`config.mk`:
```
export PLATFORM = sky130hd
export DESIGN_NAME = regfile_wb_scheduler
export DESIGN_NICKNAME = d
export VERILOG_FILES = /design/src/rtl/regfile_wb_scheduler.sv
export SDC_FILE = /design/constraint.sdc
export NUM_CORES = 1
export LEC_CHECK = 0
export CORE_ASPECT_RATIO = 1.25
export CORE_MARGIN = 2
export CORE_UTILIZATION = 50
export CTS_BUF_LIST = sky130_fd_sc_hd__clkbuf_8
export DETAILED_ROUTE_END_ITERATION = 6
export GPL_ROUTABILITY_DRIVEN = 0
export PLACE_DENSITY = 0.89
export SETUP_SLACK_MARGIN = 0.3
export SLEW_MARGIN = 0
export SYNTH_ARGS = -nofsm -noshare
export SYNTH_HDL_FRONTEND = slang
export SYNTH_SLANG_ARGS = --single-unit
```
`constraint.sdc`:
```
create_clock -name clk -period 7.05 [get_ports clk]
set_input_delay 1.41 -clock clk [delete_from_list [all_inputs] [get_ports clk]]
set_output_delay 1.41 -clock clk [all_outputs]
set_load 0.02 [all_outputs]
```
`src/rtl/regfile_wb_scheduler.sv`:
```
// regfile_wb_scheduler: scoreboard and write-port scheduler for the 32x32
// register file. Tracks outstanding writebacks, blocks RAW/WAW hazards at
// issue, and round-robin arbitrates ALU/load writebacks onto one write port.
//
// Ports:
//   clk, reset         clock, asynchronous active-high reset
//   issue_*            decode-side instruction (rs1, rs2, rd, rd_we, valid)
//   issue_ready        no hazard against the scoreboard (ignores valid)
//   alu_wb_*, ld_wb_*  writeback requests; *_ready is the grant this cycle
//   rf_we/waddr/wdata  register file write port, one cycle after the grant
//   busy_vec           scoreboard, bit i = write to xi outstanding
//   stall_count        saturating count of cycles with valid & !ready
module regfile_wb_scheduler #(
    parameter int XLEN = 32,
    parameter int NREG = 32,
    parameter int AW   = 5,
    parameter int SCW  = 16
) (
    input  logic            clk,
    input  logic            reset,
    input  logic            issue_valid,
    input  logic [AW-1:0]   issue_rs1,
    input  logic [AW-1:0]   issue_rs2,
    input  logic [AW-1:0]   issue_rd,
    input  logic            issue_rd_we,
    output logic            issue_ready,
    input  logic            alu_wb_valid,
    input  logic [AW-1:0]   alu_wb_rd,
    input  logic [XLEN-1:0] alu_wb_data,
    output logic            alu_wb_ready,
    input  logic            ld_wb_valid,
    input  logic [AW-1:0]   ld_wb_rd,
    input  logic [XLEN-1:0] ld_wb_data,
    output logic            ld_wb_ready,
    output logic            rf_we,
    output logic [AW-1:0]   rf_waddr,
    output logic [XLEN-1:0] rf_wdata,
    output logic [NREG-1:0] busy_vec,
    output logic [SCW-1:0]  stall_count
);

    logic [NREG-1:0] busy_q, busy_d;
    logic            last_grant_q, last_grant_d;
    logic            ws_valid_q, ws_valid_d;
    logic [AW-1:0]   ws_rd_q, ws_rd_d;
    logic [XLEN-1:0] ws_data_q, ws_data_d;
    logic [SCW-1:0]  stall_q, stall_d;

    logic hazard;
    logic issue_acc;
    logic alu_gnt;
    logic ld_gnt;

    always_comb begin
        hazard = busy_q[issue_rs1]
               | busy_q[issue_rs2]
               | (issue_rd_we & busy_q[issue_rd]);
        issue_ready = !hazard;
        issue_acc   = issue_valid & !hazard;
    end

    // last_grant_q: 0 = ALU got the last grant, 1 = load did.
    always_comb begin
        alu_gnt = 1'b0;
        ld_gnt  = 1'b0;
        case ({alu_wb_valid, ld_wb_valid})
            2'b11: begin
                if (last_grant_q) alu_gnt = 1'b1;
                else              ld_gnt  = 1'b1;
            end
            2'b10:   alu_gnt = 1'b1;
            2'b01:   ld_gnt  = 1'b1;
            default: ;
        endcase
        alu_wb_ready = alu_gnt;
        ld_wb_ready  = ld_gnt;
    end

    always_comb begin
        last_grant_d = last_grant_q;
        ws_valid_d   = alu_gnt | ld_gnt;
        ws_rd_d      = ws_rd_q;
        ws_data_d    = ws_data_q;
        if (alu_gnt) begin
            last_grant_d = 1'b0;
            ws_rd_d      = alu_wb_rd;
            ws_data_d    = alu_wb_data;
        end
        if (ld_gnt) begin
            last_grant_d = 1'b1;
            ws_rd_d      = ld_wb_rd;
            ws_data_d    = ld_wb_data;
        end
    end

    // Clear on commit, then set on issue, so a same-edge set wins.
    always_comb begin
        busy_d = busy_q;
        if (ws_valid_q) busy_d[ws_rd_q] = 1'b0;
        if (issue_acc && issue_rd_we && (issue_rd != '0))
            busy_d[issue_rd] = 1'b1;
        busy_d[0] = 1'b0;
    end

    always_comb begin
        stall_d = stall_q;
        if (issue_valid && hazard && (stall_q != {SCW{1'b1}}))
            stall_d = stall_q + SCW'(1);
    end

    always_ff @(posedge clk or posedge reset) begin
        if (reset) begin
            busy_q       <= '0;
            last_grant_q <= 1'b1;
            ws_valid_q   <= 1'b0;
            ws_rd_q      <= '0;
            ws_data_q    <= '0;
            stall_q      <= '0;
        end else begin
            busy_q       <= busy_d;
            last_grant_q <= last_grant_d;
            ws_valid_q   <= ws_valid_d;
            ws_rd_q      <= ws_rd_d;
            ws_data_q    <= ws_data_d;
            stall_q      <= stall_d;
        end
    end

    // x0 writes are accepted and consumed but never reach the file.
    always_comb begin
        rf_we       = ws_valid_q & (ws_rd_q != '0);
        rf_waddr    = ws_rd_q;
        rf_wdata    = ws_data_q;
        busy_vec    = busy_q;
        stall_count = stall_q;
    end

endmodule

```
# After elaboration in Yosys (flattened, before gate mapping)
# Cells that the tools add are included.
[totals]
reg_bits = 86
latch_bits = 0
ram_bits = 0
romBits = 0
inputBits = 95
out_inout_bits = 89
elab_cells = 58
mem_count = 0
[op_classes]
addsub = 1
multipliers = 0
div_mod_pow = 0
order_cmp = 6
n_eq_ne = 4
n_shift = 0
muxes = 22
bitwise = 9
reduce_logical = 10
[op_table]
columns = ["cell", "count"]
rows = [
  ["two-way mux 32 bit", 4],
  ["AND 32 bit", 1],
  ["inverter 32 bit", 1],
  ["OR 32 bit", 1],
  ["less-than comparator 5 x 6 -> 1 bit (second input constant)", 4],
  ["adder 16 x 1 -> 16 bit (second input constant)", 1],
  ["!= test 16 bit (second input constant)", 1],
  ["binary-select mux 1 bit (select 5 bit)", 3],
  ["demux 1 bit (select 5 bit)", 2],
  ["greater-or-equal comparator 5 x 1 -> 1 bit (second input constant)", 2],
  ["two-way mux 5 bit", 2],
  ["nonzero test 5 bit", 2],
  ["two-way mux 1 bit", 9],
  ["logical AND 1 bit", 6],
  ["== test 2 bit (second input constant)", 2],
  ["one-hot mux 1 bit (2 select lines)", 2],
  ["AND 1 bit", 3],
  ["OR 1 bit", 3],
  ["== test 2 x 1 -> 1 bit (second input constant)", 1],
  ["nonzero test 2 bit", 1],
  ["logical NOT 1 bit", 1],
]

# Longest topological paths before layout
# Gate-level depths: netlist (run 1).
[logic_depth]
depth_word = 9
ltp_mapped = 10
mapped_depth_nobuf = 7

# Worst setup path before layout (run 1)
# No wires, ideal clock.
[synth_timing]
kind = "input to output"
start = "in issue_rs2[2]"
end = "out issue_ready"
t_arrival_ns = 3.545
required_time_ns = 5.640
setup_slack_ns = 2.095
cell_stages = 7
n_path_buf = 2
path_cell_list = "buf_2 > mux4_2 > o211ai_1 > a21oi_1 > or4_4 > a221oi_4 > buf_2"
[synth_between]
elab_chain_len = 5
[synth_rtl]
columns = ["item", "line", "text"]
rows = [
  ["start: declaration", "23", "input logic [AW-1:0] issue_rs2,"],
  ["binary-select mux 1 bit (select 5 bit)", "56", "| busy_q[issue_rs2]"],
  ["two-way mux 1 bit (not written as such)", "56", ""],
  ["OR 1 bit", "56", ""],
  ["OR 1 bit", "57", "| (issue_rd_we & busy_q[issue_rd]);"],
  ["logical NOT 1 bit", "58", "issue_ready = !hazard;"],
  ["end: declaration", "26", "output logic issue_ready,"],
]
# No other way between the ends. The select of a mux whose other input is x is not followed.

# Final worst setup path (run 1)
[layout_timing]
start = "in issue_rd[1]"
end = "out issue_ready"
[layout_between]
elab_chain_len = 5
[layout_rtl]
columns = ["item", "line", "text"]
rows = [
  ["start: declaration", "24", "input logic [AW-1:0] issue_rd,"],
  ["binary-select mux 1 bit (select 5 bit)", "57", ""],
  ["two-way mux 1 bit (not written as such)", "57", ""],
  ["AND 1 bit", "57", ""],
  ["OR 1 bit", "57", ""],
  ["logical NOT 1 bit", "58", ""],
]
# No other way between the ends. The select of a mux whose other input is x is not followed.

==> results of run 1 <==
[kinds of logic (layout without fill, tap and decap cells)]
kind of cell | count (synthesis) | after routing | share of synthesized area (%)
XOR/XNOR | 15 | 15 | 2.62
buffers and inverters | 46 | 213 | 3.94
other | 1 | 1 | 0.0748
AO/OA/AOI/OAI | 121 | 121 | 15.9
adder cells (fa/ha/maj) | 1 | 1 | 0.250
AND/OR/NAND/NOR | 157 | 157 | 15.2
multiplexers | 73 | 73 | 19.0
flip-flops | 86 | 86 | 43.0
[where the power goes]
part	leakage, nW	internal, mW	total [mW]	switching (mW)
combinational	1.72	0.497	0.964	0.467
clock	0.0861	0.129	0.316	0.187
sequential	1.03	0.627	0.837	0.209
total	2.84	1.25	2.12	0.864
[worst min-delay path by stage]
stage                                           from                    endpoint  slack, ns  depth (start not counted)
final                     stall_count[5]$_DFFE_PP0P_  stall_count[5]$_DFFE_PP0P_       0.50                          1
after global routing      stall_count[8]$_DFFE_PP0P_  stall_count[8]$_DFFE_PP0P_       0.53                          1
after CTS                 stall_count[5]$_DFFE_PP0P_  stall_count[5]$_DFFE_PP0P_       0.50                          1
after detailed placement  stall_count[5]$_DFFE_PP0P_  stall_count[5]$_DFFE_PP0P_       0.49                          1
after global placement      last_grant_q$_DFFE_PP1P_    last_grant_q$_DFFE_PP1P_       0.48                          2
after floorplan             last_grant_q$_DFFE_PP1P_    last_grant_q$_DFFE_PP1P_       0.47                          2
[sequential cells by signal (all words and copies together) (netlist names)]
name	flops
busy_vec	31
stall_count	16
ws_valid_q	1
rf_waddr	5
last_grant_q	1
rf_wdata	32
[worst register-to-register path: cells and delay by family, from the launching register on]
kind | cells | cell delay (ns)
simple gates | 3 | 0.99
mux | 1 | 0.48
compound gates | 3 | 0.79
buf+inv | 1 | 0.30
flops | 1 | 0.47
[synthesized netlist by cell type (2+ instances only)]
| library cell | count |
|---|---|
| nand4_1 | 5 |
| nand3_1 | 12 |
| nor2b_1 | 5 |
| dfrtp_1 | 85 |
| inv_1 | 9 |
| o31ai_1 | 24 |
| mux2i_1 | 23 |
| o21ai_0 | 42 |
| o22ai_1 | 37 |
| or3b_2 | 4 |
| nand2_1 | 20 |
| buf_2 | 5 |
| nor3b_1 | 4 |
| xor2_1 | 14 |
| o41ai_2 | 2 |
| a2111oi_0 | 2 |
| o41ai_1 | 3 |
| mux4_2 | 14 |
| nand3b_1 | 9 |
| nor4_1 | 5 |
| mux2_2 | 36 |
| clkbuf_1 | 23 |
| a21oi_1 | 2 |
| buf_6 | 2 |
| nor2_1 | 80 |
| nor3_1 | 5 |
| or3_1 | 2 |
| buf_1 | 5 |
[area by class of cell]
cell class | count | area, um2 | share of cell area (%)
Clock buffer | 9 | 124 | 1.76
Clock inverter | 6 | 47.5 | 0.675
Inverter | 10 | 38.8 | 0.550
Multi-Input combinational cell | 368 | 2660 | 37.7
Sequential cell | 86 | 2150 | 30.6
Tap cell | 126 | 158 | 2.24
Timing Repair Buffer | 188 | 1870 | 26.5
[routing by layer]
metal	wire, um	up-vias	global-route usage (%)
met5	0	-	0
met4	583	0	14.5
met3	1540	59	9.04
met2	7790	303	49.5
met1	5470	2348	32.9
li1	-	2175	-
[stage by stage]
stage	hold slack, ns	setup WS [ns]	std cells
global route	0.530	0.852	793
CTS	0.503	1.08	793
detailed placement	0.490	1.08	778
finish	0.505	1.02	793
floorplan	0.467	2.10	500
global placement	0.478	1.19	778
==> metrics.yaml, run 1 <==
status: "complete, no violations"
r2r-end: "busy_vec[14]$_DFF_PP0_"
drt-pass1-iter-count: 5
die_area_um2: 10800
hp-class: "flip-flop to flip-flop"
grt_setup_unrepaired: "false"
timing.reg2reg.worst_path_depth: 8
worst_skew_pair.late_latency_ns: 0.36
fin_tns_setup_ns: 0
nets: 759
post_dp_cell_area_um2: 6880
ys_top_cells_by_area: "dfrtp_1 (42%), mux2_2 (8.1%), mux4_2 (6.3%), nor2_1 (6.0%), o22ai_1 (4.6%)"
power.static_leakage_nw: 2.84
critical_path_buf_inv_count: 2
detailedPlacementHpwl_um: 11200
synth-warning-count: 0
grt-ovfl-total: 0
wirelength_um: 15400
synth.yosys.seq_area_share_pct: 43.0
mostFrequentLayoutCell: "clkdlybuf4s50_1"
final-setup-viol-count: 0
reg_to_reg_critical_path_startpoint: "busy_vec[20]$_DFF_PP0_"
ios: 184
synthesis.area_per_instance_um2: 10.0
cell_area_after_synthesis_um2: 5010
cts_buffers: 9
critPathTopFamily: "buffers and inverters"
cts.repair.resized: 0
clock_skew_ns: 0.0109
synth.largest_area_cell: "dfrtp_1"
postSynthNetCount: 596
synth_enable_flop_cells: 0
drt_iter0_markers: 306
dominant_register_cell_in_the_synthesized_netlist: "dfrtp_1"
root_buffer: "clkbuf_8"
synthesis.instances: 500
num_rows: 40
crit_path_frequent_cell: "clkdlybuf4s50_1"
final.period_utilization_pct: 85.5
fillCellCount: 689
synth_async_sr_flop_share_pct: 100
yosys_register_bits: 86
startpoint_type: "primary input"
routed_wire_length_per_instance_um: 19.4
cts.htree.levels: 3
peakVddDrop_mv: 0.141
fin_total_pwr_mw: 2.12
max-clock-path-buffers: 2
hold_violations: 0
grt_start_max_net_pins: 87
place.port_buffers: 182
required_ns: 5.64
mostFrequentLayoutCells: "clkdlybuf4s50_1 (182), dfrtp_1 (85), nor2_1 (80), o21ai_0 (42), o22ai_1 (37)"
drv_slew: 0
critical_path_peak_fanout: 21
die_h_um: 116
cts.sinks: 86
crit_path_max_incr_delay_ns: 1.14
max_cap_violation_count: 0
fmax_mhz: 166
cts_tree: "yes"
via_count: 4885
drive_gt1_share_pct: 12.7
synth.distinct_cells: 49
final_util_pct: 72.6
cp_data_arrival_time_ns: 4.62
startpoint: "issue_rd[1]"
antennaDiodeCount: 0
synth_top_cell_area_share_pct: 42.4
detail-route-antenna-nets: 0
core_um2: 9710
series_of_cell_instances_along_the_critical_path: "clkdlybuf4s50_1 -> mux2i_1 -> o22ai_1 -> a2111oi_0 -> o21ai_0 -> a221oi_4 -> clkdlybuf4s50_1"
min_period_ns: 6.03
avgViaCountPerCell: 6.16
cts_setup_buffers: 0
clkTransAtPathRegs_ns: 0.09
die-width_um: 93.5
post_cts_hold_buffer_count: 0
power_density_nw_per_um2: 300
finalInstanceArea_um2: 7050
initial_utilization_pct: 51.6
setup.worst_path.end: "issue_ready"
grt_antenna_before_repair: 0
max_slew.worst_pin.slew_ns: 1.09
grt_pass1_wl_um: 24600
setup_crit_path_kind: "primary input to output port"
ff2ff_setup_slack_ns: 3.90
cp_num_cells: 7
timing.critical_path.to_type: "output port"
critical_path.slowest_cell: "clkdlybuf4s50_1"
max-slew-margin-rel_pct: 27.4
drc: 0
first_global_vias: 5157
groute.usage.overall_pct: 29.0
area_growth_syn_to_layout_pct: 40.6
Power figures use the tool's default switching activity.
==> inputs of run 2 (changes only) <==
ABC_AREA = 1   (was default)
CORE_MARGIN = 3   (was 2)
CORE_UTILIZATION = 51   (was 50)
PLACE_DENSITY = 0.88   (was 0.89)
==> run 2 against run 1 <==
  * Sequential power shrank 6.8%
  * Global-route usage fell by 0.50 points
  * Largest power group unchanged
  * First-iteration DRC count grew 65%
  * Maximum frequency rose by 2.1%
  * Sequential share of layout area is 1.5 points lower
==> metrics.yaml, run 2 <==
fmax_mhz: 169
area_occupied_by_multi_input_gates_um2: 2760
grt-ovfl-total: 0
final_util_pct: 72.7
yosys_register_bits: 86
synthTopCellsByCount: "nand2_1 (238), nand3_1 (120), nor2_1 (114)"
first_global_vias: 5521
nets: 1050
critPathTopFamily: "buffers and inverters"
fin_hold_ws_ns: 0.475
synth_async_sr_flop_share_pct: 100
series_of_cell_instances_along_the_critical_path: "clkdlybuf4s50_1 -> inv_1 -> or2_2 -> nand2_1 -> nand3_1 -> nand3_1 -> nand3_1 -> nand2_1 -> nand2_1 -> nor2_4 -> buf_4 -> clkdlybuf4s50_1"
cts.sinks: 86
mostFrequentLayoutCells: "nand2_1 (238), clkdlybuf4s50_1 (182), nand3_1 (120), nor2_1 (113), dfrtp_1 (85)"
drv_slew: 0
die_area_um2: 11800
grt_pass1_wl_um: 27300
setup_crit_path_kind: "primary input to output port"
synthMuxAreaShare_pct: 0
compound_gate_portion_of_the_synthesized_area_pct: 10.4
drt_iter0_markers: 504
die_h_um: 121
grt_antenna_before_repair: 0
net-switching-power_mw: 0.821
synth.distinct_cells: 31
synth.largest_area_cell: "dfrtp_1"
required_ns: 5.64
initial_utilization_pct: 52.7
max-clock-path-buffers: 2
via_count: 5990
share_seq_of_total_power_pct: 38.1
grt_start_max_net_pins: 87
critical_path_peak_fanout: 32
max_cap_violation_count: 0
synthXorXnorAreaFrac_pct: 2.28
cts.htree.levels: 3
synthesis.instances: 794
antennaDiodeCount: 0
detailedPlacementHpwl_um: 12600
min_period_ns: 5.91
die-width_um: 97.8
startpoint_type: "primary input"
root_buffer: "clkbuf_8"
clock_skew_ns: 0.0139
max-slew-margin-rel_pct: 27.0
cts_buffers: 9
cts_setup_buffers: 0
post_dp_cell_area_um2: 7200
area_growth_syn_to_layout_pct: 38.0
critical_path.slowest_cell: "clkdlybuf4s50_1"
drc: 0
worst_hold_startpoint: "last_grant_q$_DFFE_PP1P_"
timing.critical_path.to_type: "output port"
worst_skew_pair.late_latency_ns: 0.36
finalInstanceArea_um2: 7420
fraction_of_the_mapped_netlist_area_in_simple_logic_gates_pct: 38.3
clkTransAtPathRegs_ns: 0.08
critical_path_buf_inv_count: 4
final.period_utilization_pct: 83.8
synth-warning-count: 0
wirelength_um: 16800
avgViaCountPerCell: 5.51
cts_tree: "yes"
drt-pass1-iter-count: 5
power.share.clock_pct: 19.1
reg_to_reg_critical_path_startpoint: "stall_count[0]$_DFFE_PP0P_"
fillCellCount: 818
placedCellCount: 1072
num_rows: 41
synth.yosys.seq_area_share_pct: 40.0
status: "complete, no violations"
grt_setup_unrepaired: "false"
post_cts_hold_buffer_count: 0
internal_power_of_the_cells_mw: 1.23
power.switching_fraction_pct: 40.1
groute.usage.overall_pct: 28.5
drive_gt1_share_pct: 3.34
power.static_leakage_nw: 3.37
ys_top_cells_by_area: "dfrtp_1 (40%), nand2_1 (17%), nand3_1 (11%), nor2_1 (8.0%), inv_1 (4.6%)"
place.port_buffers: 182
post_synthesis_share_of_cell_area_spent_on_full_adders_half_adders_and_majority_gates_pct: 0.233
core_um2: 10200
final-setup-viol-count: 0
hp-class: "flip-flop to flip-flop"
detail-route-antenna-nets: 0
power_density_nw_per_um2: 276
fin_tns_setup_ns: 0
combinational_family_with_the_most_area_after_synthesis: "simple AND/OR/NAND/NOR gates"
cp_data_arrival_time_ns: 4.50
max_slew.worst_pin.slew_ns: 1.10
routed_wire_length_per_instance_um: 15.5
peakVddDrop_mv: 0.149
crit_path_max_incr_delay_ns: 0.84
postSynthNetCount: 890
cts.repair.resized: 0
startpoint: "issue_rs1[0]"
synth_top_cell_area_share_pct: 39.6
largest_register_ff_count: 32
cell_area_after_synthesis_um2: 5380
hold_violations: 0
dominant_register_cell_in_the_synthesized_netlist: "dfrtp_1"
share_comb_of_total_power_pct: 42.8
synthesis.area_per_instance_um2: 6.77
synth_enable_flop_cells: 0
synth_most_common_cell: "nand2_1"
layout.cells.non_filler: 1087
register_area_um2: 2150
mostFrequentLayoutCell: "nand2_1"
ios: 184
run 2: changes by cell type after synthesis, moves of 9 or more:
cell      delta
mux2i_1     -23
o22ai_1     -32
mux2_2      -36
nand3b_1     -9
inv_1       +57
mux4_2      -14
nand2_1    +218
o31ai_1      +9
clkbuf_1    -10
nor2_1      +34
nand3_1    +108
run 2: path summary, 6_finish.rpt:
kind                                          endpoint  slack, ns  cells after the start
hold reg to reg               last_grant_q$_DFFE_PP1P_       0.47                      2
setup / recovery                           issue_ready       1.14                     12
min in group asynchronous   stall_count[1]$_DFFE_PP0P_       1.69                      3
max in group asynchronous     rf_wdata[28]$_DFFE_PP0P_       4.64                      3
hold / removal                last_grant_q$_DFFE_PP1P_       0.47                      2
setup reg to reg           stall_count[12]$_DFFE_PP0P_       4.93                     11
run 2: final cells by class:
class,instances,area share [%]
clock buffer,11,2.04
timing repair buffer,187,25.1
sequential,86,29.0
clock inverter,4,0.961
tap,129,2.17
multi-input combinational,600,37.2
inverter,70,3.56
run 2: power by group through the flow:
stage	logic [mW]	registers, mW	clock network [mW]
floorplan	0.343	0.884	0
global placement	0.866	0.781	0
detailed placement	0.875	0.783	0
CTS	0.880	0.774	0.393
global route	0.958	0.799	0.412
finish	0.877	0.780	0.390
run 2: per-stage QoR:
stage / setup WS [ns] / total power [mW]
detailed placement: 1.19 / 1.66
global route: 0.938 / 2.17
floorplan: 3.08 / 1.23
global placement: 1.25 / 1.65
CTS: 1.18 / 2.05
finish: 1.14 / 2.05
run 2: logic make-up after synthesis:
| kind of cell | count (synthesis) |
|---|---|
| AOI/OAI and AO/OA | 91 |
| xor gates and xnor gates | 14 |
| adders and majority gates | 1 |
| buffers and inverters | 108 |
| DFF | 86 |
| other | 1 |
| and+or+nand+nor | 493 |
run 2: worst min-delay path, delay by kind of cell, from the launching register on:
family / cells / cell delay [ns]
flip-flops: 1 / 0.38
AND/OR/NAND/NOR: 2 / 0.09
run 2: per-layer routing:
metal	wire [um]	up-vias	GRT usage [%]
li1	-	2885	-
met5	0	-	0
met4	610	0	12.6
met3	1880	47	9.00
met2	8000	311	47.0
met1	6320	2747	34.0
